==> config.mk <==
export PLATFORM = sky130hd
export DESIGN_NAME = alu_seq_ctrl
export DESIGN_NICKNAME = d
export VERILOG_FILES = /design/src/rtl/alu_ctrl_pkg.sv /design/src/rtl/alu_seq_decode.sv /design/src/rtl/alu_seq_ctrl.sv
export SDC_FILE = /design/constraint.sdc
export NUM_CORES = 1
export LEC_CHECK = 0
export CAP_MARGIN = 40
export CORE_MARGIN = 2
export CORE_UTILIZATION = 43
export DETAILED_ROUTE_END_ITERATION = 10
export PLACE_DENSITY = 0.86
export SYNTH_ARGS = -nofsm -noshare
export SYNTH_HDL_FRONTEND = slang
export SYNTH_SLANG_ARGS = --single-unit
==> constraint.sdc <==
create_clock -name clk -period 2.24 [get_ports clk]
set_input_delay 0.224 -clock clk [delete_from_list [all_inputs] [get_ports clk]]
set_output_delay 0.224 -clock clk [all_outputs]
set_load 0.01 [all_outputs]
==> src/rtl/alu_ctrl_pkg.sv <==
`default_nettype none
// ============================================================================
//  Module      : alu_ctrl_pkg
//  Description : Shared types and constants for the ALU/MOV sequencing
//                controller: state encoding, opcode and ALUop codes, regfile
//                select one-hots, the strobe bundle and the DECODE dispatch.
//  Revision    : 1.0 - initial release
// ============================================================================
package alu_ctrl_pkg;

  localparam int PKG_STATE_W = 4;

  typedef enum logic [PKG_STATE_W-1:0] {
    S_WAIT   = 4'd0,
    S_DECODE = 4'd1,
    S_GET_A  = 4'd2,
    S_GET_B  = 4'd3,
    S_EXEC   = 4'd4,
    S_EXEC_S = 4'd5,
    S_WR_REG = 4'd6,
    S_WR_IMM = 4'd7,
    S_ILL    = 4'd8
  } state_e;

  localparam logic [2:0] OPC_MOV = 3'b110;
  localparam logic [2:0] OPC_ALU = 3'b101;

  localparam logic [1:0] ALU_ADD = 2'b00;
  localparam logic [1:0] ALU_SUB = 2'b01;
  localparam logic [1:0] ALU_AND = 2'b10;
  localparam logic [1:0] ALU_NOT = 2'b11;

  localparam logic [1:0] MOV_REG = 2'b00;
  localparam logic [1:0] MOV_IMM = 2'b10;

  localparam logic [2:0] NSEL_NONE = 3'b000;
  localparam logic [2:0] NSEL_RN   = 3'b001;
  localparam logic [2:0] NSEL_RD   = 3'b010;
  localparam logic [2:0] NSEL_RM   = 3'b100;

  // Strobe bundle driven by the state table each cycle.
  typedef struct packed {
    logic       w;
    logic [2:0] nsel;
    logic       vsel;
    logic       loada;
    logic       loadb;
    logic       asel;
    logic       bsel;
    logic       loadc;
    logic       loads;
    logic       write;
    logic [1:0] alu_op;
  } ctrl_t;

  // First state after DECODE for a latched opcode/op pair.
  function automatic state_e decode_next(input logic [2:0] opc, input logic [1:0] sub);
    state_e nxt;
    case ({opc, sub})
      {OPC_MOV, MOV_IMM}: nxt = S_WR_IMM;
      {OPC_MOV, MOV_REG}: nxt = S_GET_B;
      {OPC_ALU, ALU_ADD}: nxt = S_GET_A;
      {OPC_ALU, ALU_SUB}: nxt = S_GET_A;
      {OPC_ALU, ALU_AND}: nxt = S_GET_A;
      {OPC_ALU, ALU_NOT}: nxt = S_GET_B;
      default:            nxt = S_ILL;
    endcase
    return nxt;
  endfunction

endpackage
`default_nettype wire

==> src/rtl/alu_seq_decode.sv <==
`default_nettype none
// ============================================================================
//  Module      : alu_seq_decode
//  Description : Combinational state-to-strobe table. Outputs depend only on
//                the current state and the fields latched at acceptance, so
//                no input-to-output combinational path exists.
//  Revision    : 1.0 - initial release
// ============================================================================
module alu_seq_decode
  import alu_ctrl_pkg::*;
(
  input  state_e     state,
  input  logic [2:0] opcode_q,
  input  logic [1:0] op_q,
  output ctrl_t      ctrl
);

  logic is_mov;
  assign is_mov = (opcode_q == OPC_MOV);

  // Per-state strobe table; everything defaults low so only one load/write fires.
  always_comb begin
    ctrl = '0;
    case (state)
      S_WAIT: begin
        ctrl.w = 1'b1;
      end
      S_GET_A: begin
        ctrl.nsel  = NSEL_RN;
        ctrl.loada = 1'b1;
      end
      S_GET_B: begin
        ctrl.nsel  = NSEL_RM;
        ctrl.loadb = 1'b1;
      end
      S_EXEC: begin
        ctrl.loadc  = 1'b1;
        // MOV reg passes B through an add with a zeroed A operand.
        ctrl.asel   = is_mov;
        ctrl.alu_op = is_mov ? ALU_ADD : op_q;
      end
      S_EXEC_S: begin
        ctrl.loads  = 1'b1;
        ctrl.alu_op = ALU_SUB;
      end
      S_WR_REG: begin
        ctrl.nsel  = NSEL_RD;
        ctrl.write = 1'b1;
      end
      S_WR_IMM: begin
        ctrl.nsel  = NSEL_RN;
        ctrl.vsel  = 1'b1;
        ctrl.write = 1'b1;
      end
      default: begin
        ctrl = '0;
      end
    endcase
  end

endmodule
`default_nettype wire

==> src/rtl/alu_seq_ctrl.sv <==
`default_nettype none
// ============================================================================
//  Module      : alu_seq_ctrl
//  Description : Multi-cycle Moore sequencer for ALU and MOV instructions.
//                Accepts an opcode/op pair on s while idle, then steps through
//                operand fetch, execute and writeback.
//                Optional macro ILLEGAL_TRAP_EN: illegal instructions set a
//                sticky err flag that blocks acceptance until reset.
//  Revision    : 1.0 - initial release
// ============================================================================
module alu_seq_ctrl
  import alu_ctrl_pkg::*;
#(
  parameter int STATE_W = 4,
  parameter int ALUOP_W = 2
) (
  input  logic               clk,
  input  logic               reset,
  input  logic               s,
  input  logic [2:0]         opcode,
  input  logic [1:0]         op,
  output logic               w,
  output logic [2:0]         nsel,
  output logic               vsel,
  output logic               loada,
  output logic               loadb,
  output logic               asel,
  output logic               bsel,
  output logic               loadc,
  output logic               loads,
  output logic               write,
  output logic [ALUOP_W-1:0] ALUop,
  output logic               err
);

  logic [STATE_W-1:0] state_q;
  state_e             state;
  state_e             state_d;
  logic [2:0]         opcode_q;
  logic [1:0]         op_q;
  logic               err_q;
  logic               accept;
  ctrl_t              ctrl;

  assign state  = state_e'(state_q);
  assign accept = (state == S_WAIT) && s && !err_q;

  // State register.
  always_ff @(posedge clk) begin
    if (reset) state_q <= STATE_W'(S_WAIT);
    else       state_q <= STATE_W'(state_d);
  end

  // Capture the instruction fields on acceptance; inputs are free afterwards.
  always_ff @(posedge clk) begin
    if (reset) begin
      opcode_q <= 3'b000;
      op_q     <= 2'b00;
    end else if (accept) begin
      opcode_q <= opcode;
      op_q     <= op;
    end
  end

  // Next-state logic; s is only looked at in WAIT.
  always_comb begin
    state_d = state;
    case (state)
      S_WAIT:   state_d = accept ? S_DECODE : S_WAIT;
      S_DECODE: state_d = decode_next(opcode_q, op_q);
      S_GET_A:  state_d = S_GET_B;
      S_GET_B:  state_d = ((opcode_q == OPC_ALU) && (op_q == ALU_SUB)) ? S_EXEC_S : S_EXEC;
      S_EXEC:   state_d = S_WR_REG;
      S_EXEC_S: state_d = S_WAIT;
      S_WR_REG: state_d = S_WAIT;
      S_WR_IMM: state_d = S_WAIT;
      S_ILL:    state_d = S_WAIT;
      default:  state_d = S_WAIT;
    endcase
  end

`ifdef ILLEGAL_TRAP_EN
  // Sticky trap flag, raised as the sequencer enters ILL.
  always_ff @(posedge clk) begin
    if (reset)                                        err_q <= 1'b0;
    else if ((state == S_DECODE) && (state_d == S_ILL)) err_q <= 1'b1;
  end
`else
  assign err_q = 1'b0;
`endif

  alu_seq_decode u_decode (
    .state    (state),
    .opcode_q (opcode_q),
    .op_q     (op_q),
    .ctrl     (ctrl)
  );

  assign w     = ctrl.w & ~err_q;
  assign nsel  = ctrl.nsel;
  assign vsel  = ctrl.vsel;
  assign loada = ctrl.loada;
  assign loadb = ctrl.loadb;
  assign asel  = ctrl.asel;
  assign bsel  = ctrl.bsel;
  assign loadc = ctrl.loadc;
  assign loads = ctrl.loads;
  assign write = ctrl.write;
  assign ALUop = ALUOP_W'(ctrl.alu_op);
  assign err   = err_q;

endmodule
`default_nettype wire

==> results.yml <==
global_routing:
  gr-total-overflow: 0
  busiest_layer: "met2"
  grt_pass1_vias: 491
  track_usage: 0.220
  grtUsageMet2: 0.315
  grt_max_degree: 14
  antenna_found_initial: 0
  grt_pass1_wl_um: 2190
  gr-usage-met1: 0.267
  use_met3: 0.0667
clock_tree:
  clockBufferDepth: 2
  cts_tree: "done"
  clock_sinks: 9
  path_clk_slew_ns: 0.06
  postCtsHoldBufs: 0
  insertion_delay_ns: 0.27
  cts_inserted_buffers: 3
  clock-root-buffer: "clkbuf_4"
  htree_levels: 1
worst_hold_path:
  hold_end: "state[0]"
  hold_path_class: "reg2reg"
  hold_path_startpoint: "opcode_q[2]"
  hold_depth: 2
timing:
  rsz0062_at_grt: "no"
  setup_slack_ns: 0.110
  hold_ws_ns: 0.488
  setup-violations-final: 0
  period_needed_ns: 2.13
  hold_viol: 0
  drv_slew: 0
  finalSetupTns_ns: 0
  fin_skew_ns: 0.00632
  maxClockFrequency_ghz: 0.469
  period_share: 0.951
worst_setup_path:
  path_class: "reg2out"
  r2r-start: "state[1]"
  cp_max_fo: 13
  crit_path_start_kind: "register"
  required_ns: 2.02
  r2r-end: "opcode_q[2]"
  arrival_ns: 1.91
  r2r_cells: 4
  rrSetupSlack_ns: 0.84
  endpoint_kind: "output port"
yosys:
  syn-cell-area_um2: 558
  yosysTopAreaCell: "dfxtp_1"
  yosysTopAreaCellShare: 0.323
  syn_area_per_cell_um2: 7.86
  yosysSeqAreaShare: 0.323
  yosysWarnings: 0
  synth_cells: 71
  ys_seq_elements: 9
  yosysUniqueCellTypes: 32
  yosys-top-cells-area: "dfxtp_1, nand3_1, o21ai_0"
routing:
  drc: 0
  drtIter0Drc: 22
  first_pass_iters: 4
  avgRoutedWirePerCell_um: 12.1
  vias: 597
  finalWirelength_um: 1280
  via_per_inst: 5.63
  final_antenna_net_count: 0
floorplanning:
  ios: 23
  die_height_um: 40.0
  die_area_um2: 1600
  core_region_area_um2: 1160
  start_util: 0.483
  die_width_um: 40.0
  core.rowCount: 12
placed_design:
  dp.final_hpwl_um: 952
  gp_congestion: 0.836
  dp_slack_ns: 0.260
  placedCellCount: 102
  port_buffers: 20
status:
  outcome: "complete, no violations"
power:
  swShare: 0.267
  clockPowerShare: 0.346
  peakVddDrop_mv: 0.312
  p_leak_nw: 0.354
  switchingPower_mw: 0.0976
  finalPower_mw: 0.366
  p_seq_frac: 0.494
  p_comb_frac: 0.160
  p_int_mw: 0.268
  power_density_nw_per_um2: 459
final_layout:
  diodes: 0
  drive_above_1_share: 0.109
  area_growth_pct: 42.8
  layout.cells.non_filler: 106
  final_nets: 101
run:
  drv_cap: 0
==> cell usage after synthesis, drive strengths merged <==
cell type / n
o21ai: 8
a21boi: 1
o21bai: 1
nand2: 1
nand4b: 1
or4: 1
nand3b: 1
clkinv: 1
xor2: 1
nor4b: 1
nor4: 1
nand3: 7
and2: 2
a21oi: 5
nor2b: 5
and3b: 2
nor3b: 1
dfxtp: 9
and2b: 1
conb: 1
or4b: 1
a31oi: 1
nor2: 5
nand4bb: 1
o211ai: 1
a21o: 1
and3: 2
clkbuf: 2
buf: 3
a22oi: 1
inv: 2
==> how the worst max path moves through the flow <==
stage | from | to | slack [ns] | depth (start not counted)
after global routing | state[1] | w | 0.04 | 4
final | state[1] | w | 0.11 | 4
after floorplan | state[2] | ALUop[1] | 0.83 | 3
after global placement | state[0] | ALUop[1] | 0.31 | 4
after detailed placement | state[2] | ALUop[1] | 0.26 | 4
after CTS | state[3] | ALUop[1] | 0.003 | 4
==> cell usage in the layout (no fill, tap or decap), drive strengths merged <==
cell	n
a21oi	5
nor4	1
clkdlybuf4s50	18
o21bai	1
nor2b	5
or4b	1
buf	1
nand4bb	1
a22oi	1
nand3b	1
nor4b	1
nor3b	1
conb	2
nand3	7
clkinv	1
inv	2
xor2	1
and2b	1
o211ai	1
or4	1
a21o	1
a31oi	1
nand4b	1
and3	2
dlymetal6s2s	2
and3b	2
clkbuf	4
and2	2
nand2	1
a21boi	1
o21ai	8
dfxtp	9
nor2	5
==> metal layers <==
metal / up-vias / wire [um]
li1: 295 / -
met1: 267 / 521
met2: 31 / 595
met3: 4 / 130
met4: 0 / 37
met5: - / 0
==> critical path, cell delays in order (launching register included) <==
cell,delay [ns]
dfxtp_1,0.31
buf_4,0.17
or4_4,0.54
clkinv_4,0.09
clkdlybuf4s50_1,0.53
==> registers in the layout, indices dropped and copies added (netlist names) <==
signal	count
op_q	2
opcode_q	3
state	4
==> area by class of cell <==
type	count	area, um2
Tap cell	14	17.5
Multi-Input combinational cell	55	342
Inverter	3	16.3
Clock buffer	4	26.3
Timing Repair Buffer	21	213
Sequential cell	9	183
Fill cell	102	359
==> power groups by stage <==
stage               Clock (mW)  Sequential (mW)  Combinational (mW)
floorplan                    0            0.178              0.0383
global placement             0            0.183              0.0573
detailed placement           0            0.183              0.0575
finish                   0.127            0.181              0.0584
CTS                      0.131            0.180              0.0582
global route             0.138            0.183              0.0664
==> kinds of logic (layout without fill, tap and decap cells) <==
group	after synthesis	count (layout)	synth area share
buffers and inverters	8	28	0.0830
and+or+nand+nor	33	33	0.377
other	1	2	0.00672
AOI/OAI and AO/OA	19	19	0.195
xor gates and xnor gates	1	1	0.0157
DFF	9	9	0.323
==> timing repair <==
| item | CTS | global route |
|---|---|---|
| setup endpoints to repair | 2 | 2 |
| setup buffers | 0 | 0 |
| gates resized for setup | 2 | 4 |
| hold endpoints to repair | 0 | 0 |
==> through the flow <==
stage                     instance area [um2]  utilization
after floorplan                           562            -
after global placement                    757        0.655
after detailed placement                  757        0.655
after CTS                                 786        0.680
after global routing                      797        0.689
final                                     797        0.689
Note: power is estimated with default switching activity, not from simulation.
